`config.mk`:
```
export PLATFORM = sky130hd
export DESIGN_NAME = trit_addr_scanner
export DESIGN_NICKNAME = d
export VERILOG_FILES = /design/src/rtl/trit_addr_scanner.sv
export SDC_FILE = /design/constraint.sdc
export NUM_CORES = 1
export LEC_CHECK = 0
export ABC_AREA = 1
export CORE_MARGIN = 3
export CORE_UTILIZATION = 40
export DETAILED_ROUTE_END_ITERATION = 16
export GPL_ROUTABILITY_DRIVEN = 0
export GPL_TIMING_DRIVEN = 1
export HOLD_SLACK_MARGIN = 0.1
export PLACE_DENSITY = 0.69
export SYNTH_ARGS = -nofsm -noshare
export SYNTH_HDL_FRONTEND = slang
export SYNTH_SLANG_ARGS = --single-unit
export TNS_END_PERCENT = 100
```
`constraint.sdc`:
```
create_clock -name clk -period 1.7 [get_ports clk]
set_clock_uncertainty 0.05 [all_clocks]
set_input_delay 0.34 -clock clk [delete_from_list [all_inputs] [get_ports clk]]
set_output_delay 0.34 -clock clk [all_outputs]
set_load 0.02 [all_outputs]
```
`src/rtl/trit_addr_scanner.sv`:
```
// trit_addr_scanner: tri-state address pin reader.
// Alternating weak pulls classify pins as high/low/float, debounced over scans.
module trit_addr_scanner #(
  parameter int N         = 8,
  parameter int SETTLE    = 4,
  parameter int STABLE    = 2,
  parameter int MAX_SCANS = 16
) (
  input  logic         clk,
  input  logic         rst,
  input  logic         start,
  input  logic         cont,
  input  logic [N-1:0] pin_in,
  output logic         pull_en,
  output logic         pull_sel,
  output logic [N-1:0] A_01,
  output logic [N-1:0] A_F,
  output logic         valid,
  output logic         busy,
  output logic         changed,
  output logic         err
);

  localparam int CW = $clog2(SETTLE + 1);
  localparam int MW = $clog2(STABLE + 1);
  localparam int SW = $clog2(MAX_SCANS + 1);

  localparam logic [CW-1:0] LAST = CW'(SETTLE - 1);
  localparam logic [MW-1:0] MFULL = MW'(STABLE);
  localparam logic [SW-1:0] SMAX = SW'(MAX_SCANS);

  typedef enum logic [1:0] {
    IDLE,
    UP,
    DN,
    EVAL
  } state_t;

  state_t        state_q, state_d;
  logic [CW-1:0] cnt_q, cnt_d;
  logic [MW-1:0] match_q, match_d;
  logic [SW-1:0] scans_q, scans_d;
  logic [N-1:0]  s_up_q, s_up_d;
  logic [N-1:0]  s_dn_q, s_dn_d;
  logic [N-1:0]  cl_q, cl_d;
  logic [N-1:0]  cf_q, cf_d;
  logic [N-1:0]  a01_q, a01_d;
  logic [N-1:0]  af_q, af_d;
  logic          valid_q, valid_d;
  logic          chg_q, chg_d;
  logic          err_q, err_d;

  logic [N-1:0]  lvl, flt;
  logic          bad, same, commit;

  // Per-pin classification of the two pull samples.
  always_comb begin
    lvl  = s_up_q & s_dn_q;
    flt  = s_up_q & ~s_dn_q;
    bad  = |(~s_up_q & s_dn_q);
    same = (lvl == cl_q) && (flt == cf_q);
  end

  // Next-state: pull phase sequencing, debounce and commit.
  always_comb begin
    state_d = state_q;
    cnt_d   = cnt_q;
    match_d = match_q;
    scans_d = scans_q;
    s_up_d  = s_up_q;
    s_dn_d  = s_dn_q;
    cl_d    = cl_q;
    cf_d    = cf_q;
    a01_d   = a01_q;
    af_d    = af_q;
    valid_d = valid_q;
    chg_d   = 1'b0;
    err_d   = err_q;
    commit  = 1'b0;
    unique case (state_q)
      IDLE: begin
        if (start) begin
          state_d = UP;
          cnt_d   = '0;
          err_d   = 1'b0;
          scans_d = '0;
          match_d = '0;
        end
      end
      UP: begin
        if (cnt_q == LAST) begin
          s_up_d  = pin_in;
          cnt_d   = '0;
          state_d = DN;
        end else begin
          cnt_d = cnt_q + 1'b1;
        end
      end
      DN: begin
        if (cnt_q == LAST) begin
          s_dn_d  = pin_in;
          cnt_d   = '0;
          state_d = EVAL;
        end else begin
          cnt_d = cnt_q + 1'b1;
        end
      end
      EVAL: begin
        scans_d = scans_q + 1'b1;
        if (bad) begin
          match_d = '0;
          err_d   = 1'b1;
        end else if (same) begin
          if (match_q != MFULL) begin
            match_d = match_q + 1'b1;
            commit  = (match_d == MFULL);
          end
        end else begin
          cl_d    = lvl;
          cf_d    = flt;
          match_d = MW'(1);
          commit  = (match_d == MFULL);
        end
        if (commit) begin
          a01_d   = lvl;
          af_d    = flt;
          valid_d = 1'b1;
          chg_d   = !valid_q || (lvl != a01_q) || (flt != af_q);
          scans_d = '0;
        end
        if (commit && !cont) begin
          state_d = IDLE;
        end else if (!commit && scans_d >= SMAX) begin
          state_d = IDLE;
          err_d   = 1'b1;
        end else begin
          state_d = UP;
        end
      end
      default: state_d = IDLE;
    endcase
  end

  // State register with synchronous reset.
  always_ff @(posedge clk) begin
    if (rst) begin
      state_q <= IDLE;
      cnt_q   <= '0;
      match_q <= '0;
      scans_q <= '0;
      s_up_q  <= '0;
      s_dn_q  <= '0;
      cl_q    <= '0;
      cf_q    <= '0;
      a01_q   <= '0;
      af_q    <= '0;
      valid_q <= 1'b0;
      chg_q   <= 1'b0;
      err_q   <= 1'b0;
    end else begin
      state_q <= state_d;
      cnt_q   <= cnt_d;
      match_q <= match_d;
      scans_q <= scans_d;
      s_up_q  <= s_up_d;
      s_dn_q  <= s_dn_d;
      cl_q    <= cl_d;
      cf_q    <= cf_d;
      a01_q   <= a01_d;
      af_q    <= af_d;
      valid_q <= valid_d;
      chg_q   <= chg_d;
      err_q   <= err_d;
    end
  end

  // Pull controls and status decoded from state.
  always_comb begin
    pull_en  = (state_q == UP) || (state_q == DN);
    pull_sel = (state_q == UP);
    busy     = (state_q != IDLE);
    A_01     = a01_q;
    A_F      = af_q;
    valid    = valid_q;
    changed  = chg_q;
    err      = err_q;
  end

endmodule

```
# --- Word level (Yosys, flattened, before mapping) ---
# Cells that the tools add are included.
word_totals:
  out_inout_bits: 22
  regBits: 63
op_classes:
  mux: 27
  order_cmp: 1
  add_sub_neg: 3
  n_bitwise: 9
  n_eq_ne: 14
  n_reduce_logical: 24
op_table:
  columns: ["cell", "n"]
  rows:
  - ["8-bit AND", 3]
  - ["8-bit equality test", 2]
  - ["8-bit != test", 2]
  - ["8-bit NOT", 2]
  - ["5-bit 2-to-1 mux", 3]
  - ["2-bit 2-to-1 mux", 7]
  - ["1-bit 2-to-1 mux", 10]
  - ["5-bit case mux with 2 select lines", 1]
  - ["2-bit AND reduction", 5]
  - ["3-bit AND reduction", 3]
  - ["2-bit case mux with 4 select lines", 1]
  - ["8-bit OR reduction", 1]
  - ["2-bit equality test (second input constant)", 3]
  - ["3-bit 2-to-1 mux", 2]
  - ["2-bit != test (second input constant)", 3]
  - ["3-bit case mux with 2 select lines", 1]
  - ["2-bit nonzero test", 3]
  - ["5-bit by 1-bit adder with 5-bit output (second input constant)", 1]
  - ["5-bit >= comparator (second input constant)", 1]
  - ["4-bit != test (second input constant)", 1]
  - ["1-bit NOT", 4]
  - ["2-bit case mux with 2 select lines", 1]
  - ["3-bit by 1-bit adder with 3-bit output (second input constant)", 1]
  - ["3-bit by 2-bit equality test with 1-bit output (second input constant)", 1]
  - ["other kinds (10)", 16]

# --- Depth between registers and ports, before layout ---
# Gate-level depths: netlist (run 1).
logic_depth:
  ltp_word: 14
  mapped_depth: 15
  mapped_depth_nobuf: 14

# --- Least setup slack after synthesis (run 1) ---
# No wires, ideal clock.
synth_timing:
  path_kind: "reg-to-reg"
  start: "reg s_up_q[6]"
  end: "reg a01_q[0], in the netlist A_01[0]"
  setup_ns: 0.113
  t_arrival_ns: 1.438
  slack_ns: 0.099
  synth_period_minus_slack_ns: 1.601
  required_ns: 1.537
  path_stages_with_launch: 13
  cell_sequence: "dfxtp_1 -> nand2_2 -> nand2_1 -> nand2_1 -> nor2_1 -> nand2_1 -> nor2_4 -> nand2_2 -> inv_2 -> nand3_4 -> buf_2 -> nor2_1 -> nor2_1"
synth_between:
  elab_chain_cells: 7
  elab_cells_between_ends: 12
synth_lines:
  columns: ["item", "line_no", "text"]
  rows:
  - ["start: declaration", "43", "logic [N-1:0] s_up_q, s_up_d;"]
  - ["start signal: assignment", "165", "s_up_q <= s_up_d;"]
  - ["8-bit AND (on tied branches)", "58, 59", null]
  - ["8-bit equality test", "61", "same = (lvl == cl_q) && (flt == cf_q);"]
  - ["1-bit logical AND", "61", null]
  - ["1-bit 2-to-1 mux", "113", "end else if (same) begin"]
  - ["1-bit 2-to-1 mux *", "110", "if (bad) begin"]
  - ["1-bit 2-to-1 mux *", "80", "unique case (state_q)"]
  - ["2-bit AND reduction (no source line) *", null, null]
  - ["end signal: assignment", "155", "a01_q <= '0;"]
  - ["end signal: assignment", "169", "a01_q <= a01_d;"]
  - ["end: declaration", "47", "logic [N-1:0] a01_q, a01_d;"]
# Mark *: on every way between the ends. The rest lies on a longest branch, timed or not. The select of a mux whose other input is x is not followed.
# A chain may end at the register's enable or synchronous reset.

# --- Worst setup path after layout (run 1) ---
layout_timing:
  start: "reg s_dn_q[5]"
  end: "reg a01_q[0], in the netlist A_01[0]"
layout_between:
  elab_chain_cells: 8
  elab_cells_between_ends: 12
layout_lines:
  columns: ["item", "line_no", "text"]
  rows:
  - ["start: declaration", "44", "logic [N-1:0] s_dn_q, s_dn_d;"]
  - ["start signal: assignment", "166", "s_dn_q <= s_dn_d;"]
  - ["8-bit NOT", "59", "flt = s_up_q & ~s_dn_q;"]
  - ["8-bit AND", "59", null]
  - ["8-bit equality test", "61", null]
  - ["1-bit logical AND", "61", null]
  - ["1-bit 2-to-1 mux", "113", null]
  - ["1-bit 2-to-1 mux *", "110", null]
  - ["1-bit 2-to-1 mux *", "80", null]
  - ["2-bit AND reduction (no source line) *", null, null]
# Marked as above.

==> results.py, run 1 <==
metrics = {
    "cts": {
        "clk_latency_ns": 0.35,
        "h-tree-depth": 3,
        "clk_pin_slew_ns": 0.08,
        "cts.sinks": 63,
        "clockBufferDepth": 2,
        "cts_tree": "done",
        "numCtsBuffers": 9,
        "cts-root-buf": "clkbuf_8",
    },
    "worst_setup_path": {
        "crit_path_end_kind": "flop",
        "rrSetupSlack_ns": -0.08,
        "worstRegToRegCells": 14,
        "regToRegEndpoint": "A_01[0]$_SDFFE_PP0P_",
        "required_ns": 1.94,
        "start_kind": "flop",
        "worstSetupPathType": "reg2reg",
        "reg2reg_from": "s_dn_q[5]$_SDFFE_PP0P_",
        "critical_path_arrival_ns": 2.01,
        "cp_max_fo": 8,
    },
    "final_layout": {
        "register_area_um2": 1310,
        "utilization": 0.592,
        "antenna_cells": 0,
        "multiInputGateArea_um2": 1830,
        "fillers": 729,
        "drive_gt1_frac": 0.288,
        "area_delta_synth_final_pct": 41.9,
        "layout.nets": 613,
    },
    "global_routing": {
        "grt_overflow_total": 0,
        "grt_pass1_wl_um": 13800,
        "grt_max_degree": 49,
        "grt_usage": 0.189,
        "grt_pass1_vias": 3000,
        "grt_antenna_before_repair": 0,
    },
    "synthesis": {
        "netlist_area_um2": 3280,
        "synth.most_common_cell": "nand2_1",
        "ys_seq_area_frac": 0.385,
        "yosysWarnings": 0,
        "synth.area.mux_share": 0,
        "synth_area_leaders": "dfxtp_1 (39%), nand2_1 (16%), inv_1 (9.2%)",
        "synth_edf_count": 0,
        "yosys.area.top_type_share": 0.385,
        "synth_simple_gate_area_frac": 0.295,
        "synth_common_cells": "nand2_1 (137), inv_1 (80), dfxtp_1 (63)",
        "netlist_instances": 506,
        "netlist-cell-type-count": 27,
        "syn-num-nets": 526,
        "ys_async_sr_fraction": 0,
        "synthAdderAreaFrac": 0.0306,
        "synth-compound-area-share": 0.156,
        "synth_ff_type": "dfxtp_1",
        "synthXorXnorAreaFrac": 0.0107,
        "synth_largest_area_cell": "dfxtp_1",
        "avgSynthCellArea_um2": 6.47,
        "synth_top_family_by_area": "simple AND/OR/NAND/NOR gates",
        "synth-seq-cells": 63,
    },
    "timing": {
        "finalHoldViolCount": 0,
        "timing.setup.tns_ns": -0.883,
        "finalMaxSlewViolations": 0,
        "setup_viol": 17,
        "timing.slew.headroom": 0.719,
        "timing.fmax_mhz": 563,
        "finalCritPeriodShare": 1.05,
        "rsz0062_at_grt": "yes",
        "final.min_clock_period_ns": 1.78,
        "tightest_slew_ns": 0.420,
        "finalWorstSetupSlack_ns": -0.0774,
    },
    "routing": {
        "routed_via_density": 4.88,
        "drcViolationCount": 0,
        "routed_wl_um": 9200,
        "vias": 3416,
        "drt-pass1-iter-count": 5,
        "wire_per_inst_um": 13.1,
        "ant_nets": 0,
        "drt-initial-drc-count": 178,
    },
    "status": {
        "status": "finished with violations",
        "violations": "negative setup slack",
    },
    "placement": {
        "dp_hpwl_um": 6020,
        "portBuffers": 33,
    },
    "floorplanning": {
        "pin_count": 34,
        "die_h_um": 96.5,
        "chipWidth_um": 96.5,
        "core_um2": 7850,
        "rows": 32,
        "start_util": 0.417,
        "dieArea_um2": 9310,
    },
    "power": {
        "p_per_area_nw_per_um2": 985,
        "p_leak_nw": 2.28,
        "irDropWorstVdd_v": 0.000826,
    },
    "run": {
        "max-cap-violations": 0,
    },
    "worst_hold_path": {
        "hold_class": "reg2reg",
        "hold_path_depth": 2,
        "worstHoldStart": "cl_q[5]$_SDFFE_PP0P_",
        "hold_path_end": "cl_q[5]$_SDFFE_PP0P_",
    },
}
timing repair:
item                                    CTS  global route
endpoints found under the setup margin   54            55
hold endpoints to repair                  0             0
resized for setup                        38           104
gates cloned                              0             3
hold buffers                              0             0
buffers inserted                          0             9
pin swaps                                 1            20
cell usage in the layout (no fill, tap or decap), types with 3 or more instances in the layout:
master             n
nand4_1            5
nand2_2           27
o22ai_1            9
a21oi_1           46
nor2_2            12
ha_1               8
buf_2              3
inv_4              4
nand2_4            9
clkdlybuf4s50_1   13
buf_12             3
dlygate4sd2_1     15
clkinvlp_4         3
inv_2             12
clkbuf_8           9
nand3_2            5
o21ai_0           32
nand3_1           13
dfxtp_1           48
inv_1             70
buf_4             47
nor2_1            43
nand2_1          107
o21ai_1            3
dfxtp_4           11
xor2_1             4
buf_6              5
nor2_4             6
dfxtp_2            4
registers in the layout, summed over array words and instances, names as in the netlist, 3 cells and up:
| register | flops |
|---|---|
| s_dn_q | 8 |
| A_F | 8 |
| cl_q | 8 |
| s_up_q | 8 |
| cnt_q | 3 |
| cf_q | 8 |
| scans_q | 5 |
| A_01 | 8 |
critical path, stage by stage (launching register included):
cell and delay (ns):
dfxtp_1 0.34, inv_2 0.09, nand2_2 0.07, nand2_1 0.06
nand2_1 0.05, nor2_1 0.11, nand2_1 0.12, nor2_4 0.15
nand2_4 0.08, inv_4 0.06, nand3_4 0.13, buf_12 0.18
nand2_4 0.05, nand2_2 0.04, nor2_1 0.12
cells by family (layout without fill, tap and decap cells):
kind of cell | count (synthesis) | after routing
buffers and inverters | 101 | 193
adder cells (fa/ha/maj) | 8 | 8
AO/OA/AOI/OAI | 97 | 97
flip-flops | 63 | 63
AND/OR/NAND/NOR | 233 | 233
XOR/XNOR | 4 | 4
through the flow:
| stage | worst slack (ns) | std cells | power [mW] | cell area, µm² | hold slack (ns) |
|---|---|---|---|---|---|
| 6_report | -0.0774 | 700 | 4.58 | 4650 | 0.431 |
| 3_3_place_gp | -0.0345 | 672 | 3.00 | 4030 | 0.384 |
| 3_5_place_dp | -0.0973 | 672 | 3.02 | 4030 | 0.396 |
| 2_1_floorplan | 0.0995 | 506 | 2.48 | 3280 | 0.372 |
| 5_1_grt | -0.217 | 700 | 4.84 | 4650 | 0.458 |
| 4_1_cts | 0.000325 | 688 | 4.47 | 4260 | 0.408 |
final cells by class:
| type | instances | area share |
|---|---|---|
| inverter | 87 | 0.0732 |
| tap | 102 | 0.0275 |
| timing repair buffer | 90 | 0.177 |
| clock inverter | 7 | 0.0210 |
| sequential | 63 | 0.281 |
| clock buffer | 9 | 0.0267 |
| multi-input combinational | 342 | 0.394 |
worst max-delay path by stage:
stage                                  from              endpoint  slack, ns  depth (start not counted)
floorplan            s_up_q[6]$_SDFFE_PP0P_  A_01[0]$_SDFFE_PP0P_        0.1                         12
global placement                      start      err$_SDFFE_PP0P_      -0.03                          8
detailed placement                    start      err$_SDFFE_PP0P_       -0.1                          8
CTS                 state_q[0]$_SDFFE_PP0P_                  busy     0.0003                          4
global route         s_dn_q[5]$_SDFFE_PP0P_  A_01[0]$_SDFFE_PP0P_      -0.22                         14
finish               s_dn_q[5]$_SDFFE_PP0P_  A_01[0]$_SDFFE_PP0P_      -0.08                         14
per-layer routing:
metal | routed length [µm] | global-route usage
met1 | 4160 | 0.246
met2 | 4350 | 0.304
met3 | 442 | 0.0349
met4 | 254 | 0.0818
met5 | 0 | 0
power breakdown:
group          internal (mW)  total (mW)  switching [mW]
Clock                  0.827        1.47           0.643
Combinational          0.632        1.48           0.846
Sequential              1.56        1.63          0.0670
Total                   3.02        4.58            1.56
Note: power is estimated with default switching activity, not from simulation.
==> inputs of run 2 (changes only) <==
--- a/config.mk
+++ b/config.mk
@@ -6,6 +6,7 @@
 export NUM_CORES = 1
 export LEC_CHECK = 0
 export ABC_AREA = 1
+export CAP_MARGIN = 40
 export CORE_MARGIN = 3
 export CORE_UTILIZATION = 40
 export DETAILED_ROUTE_END_ITERATION = 16
==> results of run 2 <==
Same layout as run 1: the final DEF is identical, and so are final timing and power.
